### config.mk
export PLATFORM = sky130hd
export DESIGN_NAME = dino_jump_physics_flat
export DESIGN_NICKNAME = d
export VERILOG_FILES = /design/src/rtl/dino_pkg.sv /design/src/rtl/dino_jump_physics_if.sv /design/src/rtl/dino_jump_physics_btn_debounce.sv /design/src/rtl/dino_jump_physics.sv /design/src/flat_wrapper.sv
export SDC_FILE = /design/constraint.sdc
export NUM_CORES = 1
export LEC_CHECK = 0
export ABC_AREA = 1
export ABC_CLOCK_PERIOD_IN_PS = 2000
export CELL_PAD_IN_SITES_DETAIL_PLACEMENT = 0
export CELL_PAD_IN_SITES_GLOBAL_PLACEMENT = 1
export CORE_AREA = 3 3 78 80
export CTS_BUF_LIST = sky130_fd_sc_hd__clkbuf_8
export CTS_CLUSTER_DIAMETER = 120
export DETAILED_ROUTE_END_ITERATION = 16
export DIE_AREA = 0 0 81 83
export DONT_BUFFER_PORTS = 1
export PLACE_DENSITY = 0.77
export SLEW_MARGIN = 20
export SYNTH_ARGS = -nofsm -noshare
export SYNTH_HDL_FRONTEND = slang
export SYNTH_SLANG_ARGS = --single-unit
export TNS_END_PERCENT = 100
### constraint.sdc
create_clock -name clk -period 2 [get_ports clk]
set_input_delay 0.1 -clock clk [delete_from_list [all_inputs] [get_ports clk]]
set_output_delay 0.1 -clock clk [all_outputs]
set_load 0.1 [all_outputs]
### src/rtl/dino_pkg.sv
// Shared types and constants for the dino game pipeline.
package dino_pkg;

  // Vertical motion phase of the dino.
  typedef enum logic [1:0] {
    StGround  = 2'd0,
    StAscend  = 2'd1,
    StDescend = 2'd2
  } jump_state_e;

  // Position and velocity are carried in quarter-pixels.
  localparam int unsigned FRAC_BITS = 2;
  // Highest position that still maps to a 6-bit pixel offset (63 px).
  localparam int unsigned POS_MAX = 252;

  // OLED panel geometry.
  localparam int unsigned OLED_WIDTH  = 128;
  localparam int unsigned OLED_HEIGHT = 64;
  localparam int unsigned GROUND_ROW  = 56;

  // Clamp a 9-bit signed integration sum to the 8-bit position range.
  // The caller handles sums at or below zero (landing) separately.
  function automatic logic [7:0] sat_pos(input logic signed [8:0] sum);
    logic signed [8:0] pos_max_s;
    pos_max_s = 9'(POS_MAX);
    if (sum > pos_max_s) begin
      sat_pos = 8'(POS_MAX);
    end else begin
      sat_pos = sum[7:0];
    end
  endfunction

endpackage

### src/rtl/dino_jump_physics_if.sv
// Button/frame inputs and dino height/status outputs of the jump physics stage.
interface dino_jump_physics_if;
  import dino_pkg::*;

  logic       btn_raw;
  logic       frame_tick;
  logic       game_over;
  logic       restart;
  logic       btn_level;
  logic [5:0] jump_offset;
  logic       airborne;
  logic       descending;
  logic       land_pulse;

  // Driver side: game control and button pin.
  modport master (
    output btn_raw,
    output frame_tick,
    output game_over,
    output restart,
    input  btn_level,
    input  jump_offset,
    input  airborne,
    input  descending,
    input  land_pulse
  );

  // Physics block side.
  modport slave (
    input  btn_raw,
    input  frame_tick,
    input  game_over,
    input  restart,
    output btn_level,
    output jump_offset,
    output airborne,
    output descending,
    output land_pulse
  );

endinterface

### src/rtl/dino_jump_physics_btn_debounce.sv
// Button synchroniser, polarity normalisation and debouncer with rising-edge pulse.
module btn_debounce #(
  parameter int unsigned DEBOUNCE_CYCLES = 270000,
  parameter bit          BTN_ACTIVE_LOW  = 1'b1
) (
  input  logic clk,
  input  logic rst_n,
  input  logic btn_raw_i,
  output logic btn_level_o,
  output logic btn_rise_o
);

  localparam int unsigned CntW   = (DEBOUNCE_CYCLES > 1) ? $clog2(DEBOUNCE_CYCLES) : 1;
  localparam logic [CntW-1:0] CntMax = CntW'(DEBOUNCE_CYCLES - 1);
  // Synchroniser resets to the released pin level so reset exit is quiet.
  localparam logic IdleRaw = BTN_ACTIVE_LOW ? 1'b1 : 1'b0;

  logic [1:0]      sync_q;
  logic            btn_norm;
  logic [CntW-1:0] cnt_q, cnt_d;
  logic            level_q, level_d;
  logic            rise_q, rise_d;

  assign btn_norm = BTN_ACTIVE_LOW ? ~sync_q[1] : sync_q[1];

  // Two-flop synchroniser for the asynchronous pin.
  always_ff @(posedge clk or negedge rst_n) begin
    if (!rst_n) begin
      sync_q <= {2{IdleRaw}};
    end else begin
      sync_q <= {sync_q[0], btn_raw_i};
    end
  end

  // Count cycles of disagreement; toggle the level once it has persisted long enough.
  always_comb begin
    cnt_d   = '0;
    level_d = level_q;
    rise_d  = 1'b0;
    if (btn_norm != level_q) begin
      if (cnt_q == CntMax) begin
        level_d = ~level_q;
        rise_d  = ~level_q;
      end else begin
        cnt_d = cnt_q + 1'b1;
      end
    end
  end

  // Debounce state registers.
  always_ff @(posedge clk or negedge rst_n) begin
    if (!rst_n) begin
      cnt_q   <= '0;
      level_q <= 1'b0;
      rise_q  <= 1'b0;
    end else begin
      cnt_q   <= cnt_d;
      level_q <= level_d;
      rise_q  <= rise_d;
    end
  end

  assign btn_level_o = level_q;
  // High for exactly the first cycle in which btn_level_o reads pressed.
  assign btn_rise_o  = rise_q;

endmodule

### src/rtl/dino_jump_physics.sv
// Jump physics: debounced button request plus per-frame fixed-point gravity integration.
module dino_jump_physics
  import dino_pkg::*;
#(
  parameter int unsigned DEBOUNCE_CYCLES = 270000,
  parameter bit          BTN_ACTIVE_LOW  = 1'b1,
  parameter int unsigned JUMP_V0         = 24,
  parameter int unsigned GRAVITY         = 2
) (
  input logic               clk,
  input logic               rst_n,
  dino_jump_physics_if.slave bus
);

  localparam logic signed [7:0] V0 = 8'(JUMP_V0);
  localparam logic signed [7:0] G  = 8'(GRAVITY);

  jump_state_e       state_q, state_d;
  logic [7:0]        pos_q, pos_d;
  logic signed [7:0] vel_q, vel_d;
  logic              pending_q, pending_d;
  logic              land_q, land_d;

  logic              btn_level;
  logic              btn_rise;
  logic              jump_req;
  logic signed [8:0] sum;
  logic signed [7:0] vel_next;

  btn_debounce #(
    .DEBOUNCE_CYCLES (DEBOUNCE_CYCLES),
    .BTN_ACTIVE_LOW  (BTN_ACTIVE_LOW)
  ) u_btn_debounce (
    .clk         (clk),
    .rst_n       (rst_n),
    .btn_raw_i   (bus.btn_raw),
    .btn_level_o (btn_level),
    .btn_rise_o  (btn_rise)
  );

  // A press edge coinciding with a tick still counts for that tick.
  assign jump_req = pending_q | btn_rise;
  assign sum      = $signed({1'b0, pos_q}) + $signed({vel_q[7], vel_q});
  assign vel_next = vel_q - G;

  // Next-state: restart beats game_over beats frame_tick.
  always_comb begin
    state_d   = state_q;
    pos_d     = pos_q;
    vel_d     = vel_q;
    pending_d = pending_q;
    land_d    = 1'b0;

    if (bus.restart) begin
      state_d   = StGround;
      pos_d     = '0;
      vel_d     = '0;
      pending_d = 1'b0;
    end else if (bus.game_over) begin
      pending_d = 1'b0;
    end else if (bus.frame_tick) begin
      pending_d = 1'b0;
      unique case (state_q)
        StGround: begin
          if (jump_req) begin
            state_d = StAscend;
            pos_d   = V0;
            vel_d   = V0 - G;
          end
        end
        StAscend, StDescend: begin
          // Requests while airborne are dropped, not buffered.
          if (sum <= 9'sd0) begin
            state_d = StGround;
            pos_d   = '0;
            vel_d   = '0;
            land_d  = 1'b1;
          end else begin
            pos_d   = sat_pos(sum);
            vel_d   = vel_next;
            state_d = (vel_next > 8'sd0) ? StAscend : StDescend;
          end
        end
        default: begin
          state_d = StGround;
          pos_d   = '0;
          vel_d   = '0;
        end
      endcase
    end else begin
      pending_d = pending_q | btn_rise;
    end
  end

  // Physics state registers.
  always_ff @(posedge clk or negedge rst_n) begin
    if (!rst_n) begin
      state_q   <= StGround;
      pos_q     <= '0;
      vel_q     <= '0;
      pending_q <= 1'b0;
      land_q    <= 1'b0;
    end else begin
      state_q   <= state_d;
      pos_q     <= pos_d;
      vel_q     <= vel_d;
      pending_q <= pending_d;
      land_q    <= land_d;
    end
  end

  assign bus.btn_level   = btn_level;
  assign bus.jump_offset = pos_q[7:FRAC_BITS];
  assign bus.airborne    = (state_q != StGround);
  assign bus.descending  = (state_q == StDescend);
  assign bus.land_pulse  = land_q;

endmodule
### src/flat_wrapper.sv
// flat-port wrapper written by rule: the top's interface ports become plain ports
module dino_jump_physics_flat import dino_pkg::*;
#(
  parameter int unsigned DEBOUNCE_CYCLES = 270000,
  parameter bit          BTN_ACTIVE_LOW  = 1'b1,
  parameter int unsigned JUMP_V0         = 24,
  parameter int unsigned GRAVITY         = 2
)
  (clk, rst_n, bus_btn_raw, bus_frame_tick, bus_game_over, bus_restart, bus_btn_level, bus_jump_offset, bus_airborne, bus_descending, bus_land_pulse);
  dino_jump_physics_if bus_i ();
  input logic clk;
  input logic rst_n;
  input wire logic [$bits(bus_i.btn_raw)-1:0] bus_btn_raw;
  input wire logic [$bits(bus_i.frame_tick)-1:0] bus_frame_tick;
  input wire logic [$bits(bus_i.game_over)-1:0] bus_game_over;
  input wire logic [$bits(bus_i.restart)-1:0] bus_restart;
  output wire logic [$bits(bus_i.btn_level)-1:0] bus_btn_level;
  output wire logic [$bits(bus_i.jump_offset)-1:0] bus_jump_offset;
  output wire logic [$bits(bus_i.airborne)-1:0] bus_airborne;
  output wire logic [$bits(bus_i.descending)-1:0] bus_descending;
  output wire logic [$bits(bus_i.land_pulse)-1:0] bus_land_pulse;
  assign bus_i.btn_raw = bus_btn_raw;
  assign bus_i.frame_tick = bus_frame_tick;
  assign bus_i.game_over = bus_game_over;
  assign bus_i.restart = bus_restart;
  assign bus_btn_level = bus_i.btn_level;
  assign bus_jump_offset = bus_i.jump_offset;
  assign bus_airborne = bus_i.airborne;
  assign bus_descending = bus_i.descending;
  assign bus_land_pulse = bus_i.land_pulse;
  dino_jump_physics #(.DEBOUNCE_CYCLES(DEBOUNCE_CYCLES), .BTN_ACTIVE_LOW(BTN_ACTIVE_LOW), .JUMP_V0(JUMP_V0), .GRAVITY(GRAVITY)) u_core (.clk(clk), .rst_n(rst_n), .bus(bus_i));
endmodule
### Word-level counts from Yosys, hierarchy flattened

Cells that the tools add are included.

* bits in latches: 0
* memories: 0
* RAM bits: 0
* bits in read-only memories: 0
* input port bits: 6
* output and inout port bits: 10
* flip-flop bits (word level): 43
* logic and storage cells: 62

* bitwise logic cells: 3
* div/mod/pow operators: 0
* reductions and logical operators: 6
* magnitude comparators: 3
* add/subtract/negate cells: 3
* eq/ne operators: 6
* shifts and indexed selects: 0
* multiplexer cells: 32
* $mul: 0

Operators with widths (count)
* 2-to-1 mux 8 bit: 11
* 2-to-1 mux 19 bit: 2
* one-hot mux 8 bit (2 select lines): 2
* adder 19 x 1 -> 19 bit (second input constant): 1
* == test 19 bit (second input constant): 1
* 2-to-1 mux 2 bit: 6
* 2-to-1 mux 1 bit: 10
* adder 9 x 8 -> 9 bit: 1
* greater-than comparator 9 bit (second input constant): 1
* less-or-equal comparator 9 x 1 -> 1 bit (second input constant): 1
* greater-than comparator 8 x 1 -> 1 bit (second input constant): 1
* subtractor 8 x 3 -> 8 bit (second input constant): 1
* one-hot mux 2 bit (2 select lines): 1
* nonzero test 2 bit: 2
* != test 3 x 2 -> 1 bit (second input constant): 1
* AND reduction 3 bit: 1
* == test 2 x 1 -> 1 bit (second input constant): 1
* == test 2 bit (second input constant): 1
* logical NOT 2 bit: 1
* != test 2 x 1 -> 1 bit (second input constant): 1
* NOT 1 bit: 2
* AND reduction 2 bit: 1
* OR reduction 2 bit: 1
* != test 1 bit: 1
* bitwise OR 1 bit: 1

### Longest topological paths before layout

* depth in word-level cells: 8
* gate-level depth with buffers: 12
* depth with buffers taken out: 12

### By module

Synthesis repeated with hierarchy kept, for this count alone.

* cell total of the unflattened synthesis: 380
* area, all modules: 2907.8 um2

By module, submodules not included
* dino_jump_physics: cells an instance 232, area each 1609.0 um2, sequential area each 475.5 um2, instances 1
* btn_debounce: cells an instance 148, area each 1298.7 um2, sequential area each 578.1 um2, instances 1

### Worst setup path before layout

OpenSTA, ideal clock, no wires.

* kind: register to register
* start: register u_core.state_q[1]
* end: register u_core.vel_q[6]
* path buffers: 1
* arrival time: 2.084 ns
* data required time: 1.926 ns
* setup slack: -0.158 ns
* period minus slack after synthesis: 2.158 ns
* stages on the path, launching flop included: 9
* library setup time: 0.074 ns
* cells stage by stage: dfrtp_1 inv_1 ha_1 inv_1 o211ai_1 nor3_1 nand4_2 buf_6 o21ai_2

* cells in the longest elaborated chain, start to end: 6
* elaborated cells on any way between the ends: 10
* classes of those cells: eq/ne (3); mux (4); reduce/logical (3)

RTL lines
* start, declared: line dino_jump_physics.sv:18 `jump_state_e state_q, state_d;`
* start signal, assigned: line dino_jump_physics.sv:98 `state_q <= StGround;`
* start signal, assigned: line dino_jump_physics.sv:104 `state_q <= state_d;`
* == test 2 bit or == test 2 x 1 -> 1 bit (tied branches): line dino_jump_physics.sv:63 `unique case (state_q)`
* OR reduction 2 bit: line dino_jump_physics.sv:63
* one-hot mux 8 bit (2 select lines): line dino_jump_physics.sv:63
* 2-to-1 mux 8 bit: line dino_jump_physics.sv:61 `end else if (bus.frame_tick) begin`
* 2-to-1 mux 8 bit: line dino_jump_physics.sv:59 `end else if (bus.game_over) begin`
* 2-to-1 mux 8 bit: line dino_jump_physics.sv:54 `if (bus.restart) begin`
* end signal, assigned: line dino_jump_physics.sv:106 `vel_q <= vel_d;`
* end, declared: line dino_jump_physics.sv:20 `logic signed [7:0] vel_q, vel_d;`

Parallel ways exist; a longest one is shown, timed or not. The select of a mux whose other input is x is not followed.
A chain may end at the register's enable or synchronous reset.

### Worst setup path in the final report

* start: register u_core.vel_q[2]
* end: register u_core.pos_q[5]

* cells in the longest elaborated chain, start to end: 8
* elaborated cells on any way between the ends: 9
* classes of those cells: add/sub (1); order compare (2); mux (6)

RTL lines
* adder 9 x 8 -> 9 bit *: line dino_jump_physics.sv:43 `assign sum = $signed({1'b0, pos_q}) + $signed({vel_q[7], vel_q});`
* greater-than comparator 9 bit: line dino_pkg.sv:26 `if (sum > pos_max_s) begin`
* 2-to-1 mux 8 bit: line dino_pkg.sv:26
* 2-to-1 mux 8 bit *: line dino_jump_physics.sv:73 `if (sum <= 9'sd0) begin`
* one-hot mux 8 bit (2 select lines) *: line dino_jump_physics.sv:63
* 2-to-1 mux 8 bit *: line dino_jump_physics.sv:61
* 2-to-1 mux 8 bit *: line dino_jump_physics.sv:59
* 2-to-1 mux 8 bit *: line dino_jump_physics.sv:54
* end signal, assigned: line dino_jump_physics.sv:105 `pos_q <= pos_d;`
* end, declared: line dino_jump_physics.sv:19 `logic [7:0] pos_q, pos_d;`

Every way passes the cells marked *; elsewhere a longest branch is shown, timed or not. The select of a mux whose other input is x is not followed.

==> flow_summary_export.csv <==
group,metric,value,unit
critical_path,ff2ff_setup_slack,0.13,ns
yosys,async_reset_ff_frac,1.000,
power_and_ir_drop,power_leakage,1.546,nW
timing,finalMaxSlewViolations,0,
yosys,synth_top_area_cell,"dfrtp_1",
timing,fmax,0.5343,GHz
clock_network,cts_num_sinks,42,
yosys,synth_cell_types,38,
global_route,grt_pass1_vias,2267,
run_status,status,"finished clean",
critical_path,critPathLaunchType,"flop",
floorplanning,die_width,81,um
critical_path,cpMaxStageDelayCell,"dfrtp_1",
floorplanning,die_h,83,um
critical_path,cp_num_cells,12,
yosys,syn_area_per_cell,7.849,sq um
yosys,synthTopCellsByArea,"dfrtp_1, nand2_1, inv_1",
clock_network,clk_latency,0.29,ns
critical_path,path_delay_family,"simple AND/OR/NAND/NOR gates",
floorplanning,die-area,6723,sq um
clock_network,cts_made_buffers,5,
flow_run,maxCapViolCount,0,
placement,hpwlAfterDp,4377,um
yosys,yosys-top-cells-count,"nand2_1, inv_1, dfrtp_1",
routing,vias_per_cell,4.991,
routing,postRouteAntennaNets,0,
routing,post-route-drc-count,0,
critical_path,crit_path_max_fanout,7,
floorplanning,row_count,27,
yosys,yosysSeqAreaShare,0.3947,
power_and_ir_drop,power_density,495.1,nW/um^2
placement,dpl.cell_count,422,
routing,dr.pass1.iters,4,
critical_path,cp.buffers_inverters,1,
critical_path,path_class,"flop to flop",
cells_and_area,final_util,0.5855,
critical_path,endpoint_kind,"flop",
routing,routed_wl,5887,um
cells_and_area,antenna_cells,0,
clock_network,h-tree-depth,2,
yosys,synth_edf_count,0,
floorplanning,core,5473,sq um
clock_network,cts_tree,"yes",
floorplanning,io_pins,16,
timing,whs,0.1334,ns
yosys,synth_area,2669,sq um
global_route,grt_use_total,0.1822,
yosys,synth_top_area_frac,0.3751,
yosys,ys.flop_type,"dfrtp_1",
global_route,grt_max_degree,43,
cells_and_area,syn_to_final_growth,20.07,%
routing,wl_per_cell,13.41,um
cells_and_area,finalNonFillerCells,439,
timing,hold_violations,0,
critical_path,slowest_delay,0.42,ns
global_route,grt-ovfl-total,0,
critical_path,rr_worst_depth,12,
critical_path,arrival,2.08,ns
global_route,grt_pass1_wl,9777,um
timing,tightestPinTransition,0.3471,ns
clock_network,root_buffer,"clkbuf_8",
global_route,antenna_found_initial,0,
placement,place_congestion,0.8256,
cells_and_area,nets,384,
clock_network,path_clk_slew,0.08,ns
yosys,yosys_warnings,0,
routing,vias,2191,
timing,period_needed,1.872,ns
floorplanning,start_util,0.4877,
yosys,syn_nets,358,
clock_network,cts_buffer_depth,2,
critical_path,crit_chain,"ha_4 -> nand2_4 -> nand2_2 -> nand3_2 -> nand2_1 -> nand2_1 -> nand2_1 -> nand2_1 -> nand2_2 -> nand4_4 -> buf_12 -> o21ai_0",
yosys,yosysMostFrequentCell,"nand2_1",
critical_path,critPathMostFrequentCell,"nand2_1",
timing,slew_headroom,0.7665,
critical_path,worstPathRequired,2.21,ns
timing,finalSetupViolCount,0,
yosys,syn_inst,340,
cells_and_area,n_fill_cell,526,
worst_hold_path,min_path_cells,5,
cells_and_area,drive_gt1_frac,0.2016,
yosys,synth-seq-cells,42,
placement,port_buffers,0,
timing,skew,0.004446,ns
worst_hold_path,hold_class,"primary input to flop",
timing,finalCritPeriodShare,0.9358,
routing,first_iter_violations,70,
power_and_ir_drop,ir_worst_vdd,0.3238,mV
## sequential cells by signal, summed over array words and instances, names as in the netlist
signal                             flops
u_core.bus.land_pulse                  1
u_core.pending_q                       1
u_core.pos_q                           8
u_core.state_q                         2
u_core.u_btn_debounce.btn_level_o      1
u_core.u_btn_debounce.btn_rise_o       1
u_core.u_btn_debounce.cnt_q           19
u_core.u_btn_debounce.sync_q           2
u_core.vel_q                           7
## final cells by class
| type | count | area (sq um) | area share |
|---|---|---|---|
| Sequential cell | 42 | 1054 | 0.3288 |
| Clock buffer | 5 | 68.82 | 0.02148 |
| Clock inverter | 3 | 41.29 | 0.01289 |
| Timing Repair Buffer | 28 | 275.3 | 0.08590 |
| Inverter | 54 | 206.4 | 0.06443 |
| Multi-Input combinational cell | 235 | 1469 | 0.4584 |
| Tap cell | 72 | 90.09 | 0.02811 |
## stage by stage
stage | setup TNS, ns | cell area [sq um] | total power [W] | setup WS [ns]
6_report | 0 | 3204 | 0.001586 | 0.1284
5_1_grt | -0.005237 | 3204 | 0.001644 | -0.005237
4_1_cts | 0 | 3065 | 0.001611 | 0.01134
3_5_place_dp | 0 | 2868 | 0.0009165 | 0.02688
3_3_place_gp | 0 | 2868 | 0.0009148 | 0.03315
2_1_floorplan | 0 | 2700 | 0.0009058 | 0.01224
## what timing repair did
action	CTS	global route
endpoints found under the setup margin	0	18
resized for setup	0	20
endpoints found under the hold margin	45	0
setup buffers	0	1
hold buffers	7	0
## per-layer routing
| metal | up-vias | track usage | routed length (um) |
|---|---|---|---|
| met2 | 21 | 0.3376 | 3219 |
| met1 | 1018 | 0.2110 | 2472 |
| met3 | 4 | 0.02928 | 146 |
| li1 | 1148 | - | - |
| met4 | 0 | 0.04916 | 48 |
| met5 | - | 0 | 0 |
## layout by cell type, fill, tap and decap left out, types with 3 or more instances in the layout
| master | Yosys | routed |
|---|---|---|
| o21bai_2 | 6 | 6 |
| inv_1 | 52 | 51 |
| clkbuf_8 | 0 | 5 |
| a21oi_2 | 1 | 3 |
| nor3_1 | 9 | 8 |
| xor2_1 | 11 | 11 |
| nand2_1 | 76 | 74 |
| dlygate4sd3_1 | 0 | 6 |
| nor2_1 | 27 | 25 |
| o21ai_2 | 4 | 4 |
| buf_4 | 7 | 19 |
| o21ai_0 | 11 | 10 |
| nor4_1 | 6 | 6 |
| nand3_2 | 2 | 3 |
| ha_1 | 12 | 5 |
| nand2_2 | 5 | 5 |
| nor3b_1 | 3 | 3 |
| nor2_2 | 1 | 3 |
| a21oi_1 | 11 | 9 |
| dfrtp_1 | 40 | 40 |
| ha_4 | 0 | 6 |
| nand3_1 | 27 | 26 |
| nand4_1 | 8 | 8 |
## kinds of logic (layout without fill, tap and decap cells)
| group | after synthesis | count (layout) | share of synthesized area |
|---|---|---|---|
| compound gates | 38 | 38 | 0.09517 |
| simple gates | 172 | 172 | 0.3099 |
| xor+xnor | 13 | 13 | 0.04266 |
| fa+ha+maj | 12 | 12 | 0.05626 |
| buf+inv | 63 | 90 | 0.1013 |
| flops | 42 | 42 | 0.3947 |
## worst paths after layout
path / from / end
worst max-delay path: u_core.vel_q[2]$_DFFE_PN0P_ / u_core.pos_q[5]$_DFFE_PN0P_
worst min-delay path: bus_restart / u_core.pos_q[0]$_DFFE_PN0P_
worst max register to register: u_core.vel_q[2]$_DFFE_PN0P_ / u_core.pos_q[5]$_DFFE_PN0P_
worst min register to register: u_core.u_btn_debounce.sync_q[0]$_DFF_PN1_ / u_core.u_btn_debounce.sync_q[1]$_DFF_PN1_
max in group asynchronous: rst_n / u_core.u_btn_debounce.sync_q[1]$_DFF_PN1_
min in group asynchronous: rst_n / u_core.pos_q[6]$_DFFE_PN0P_
## where the power goes
group,internal [W],switching [W]
Clock,0.000367,0.000289
Sequential,0.000857,0.00000735
Combinational,0.0000245,0.0000412
Total,0.00125,0.000338
## worst min-delay path, stage by stage
cell     delay, ns
nor2_1        0.02
nand2_1       0.04
inv_1         0.04
nand4_1       0.10
a21oi_1       0.07
Power figures use the tool's default switching activity.
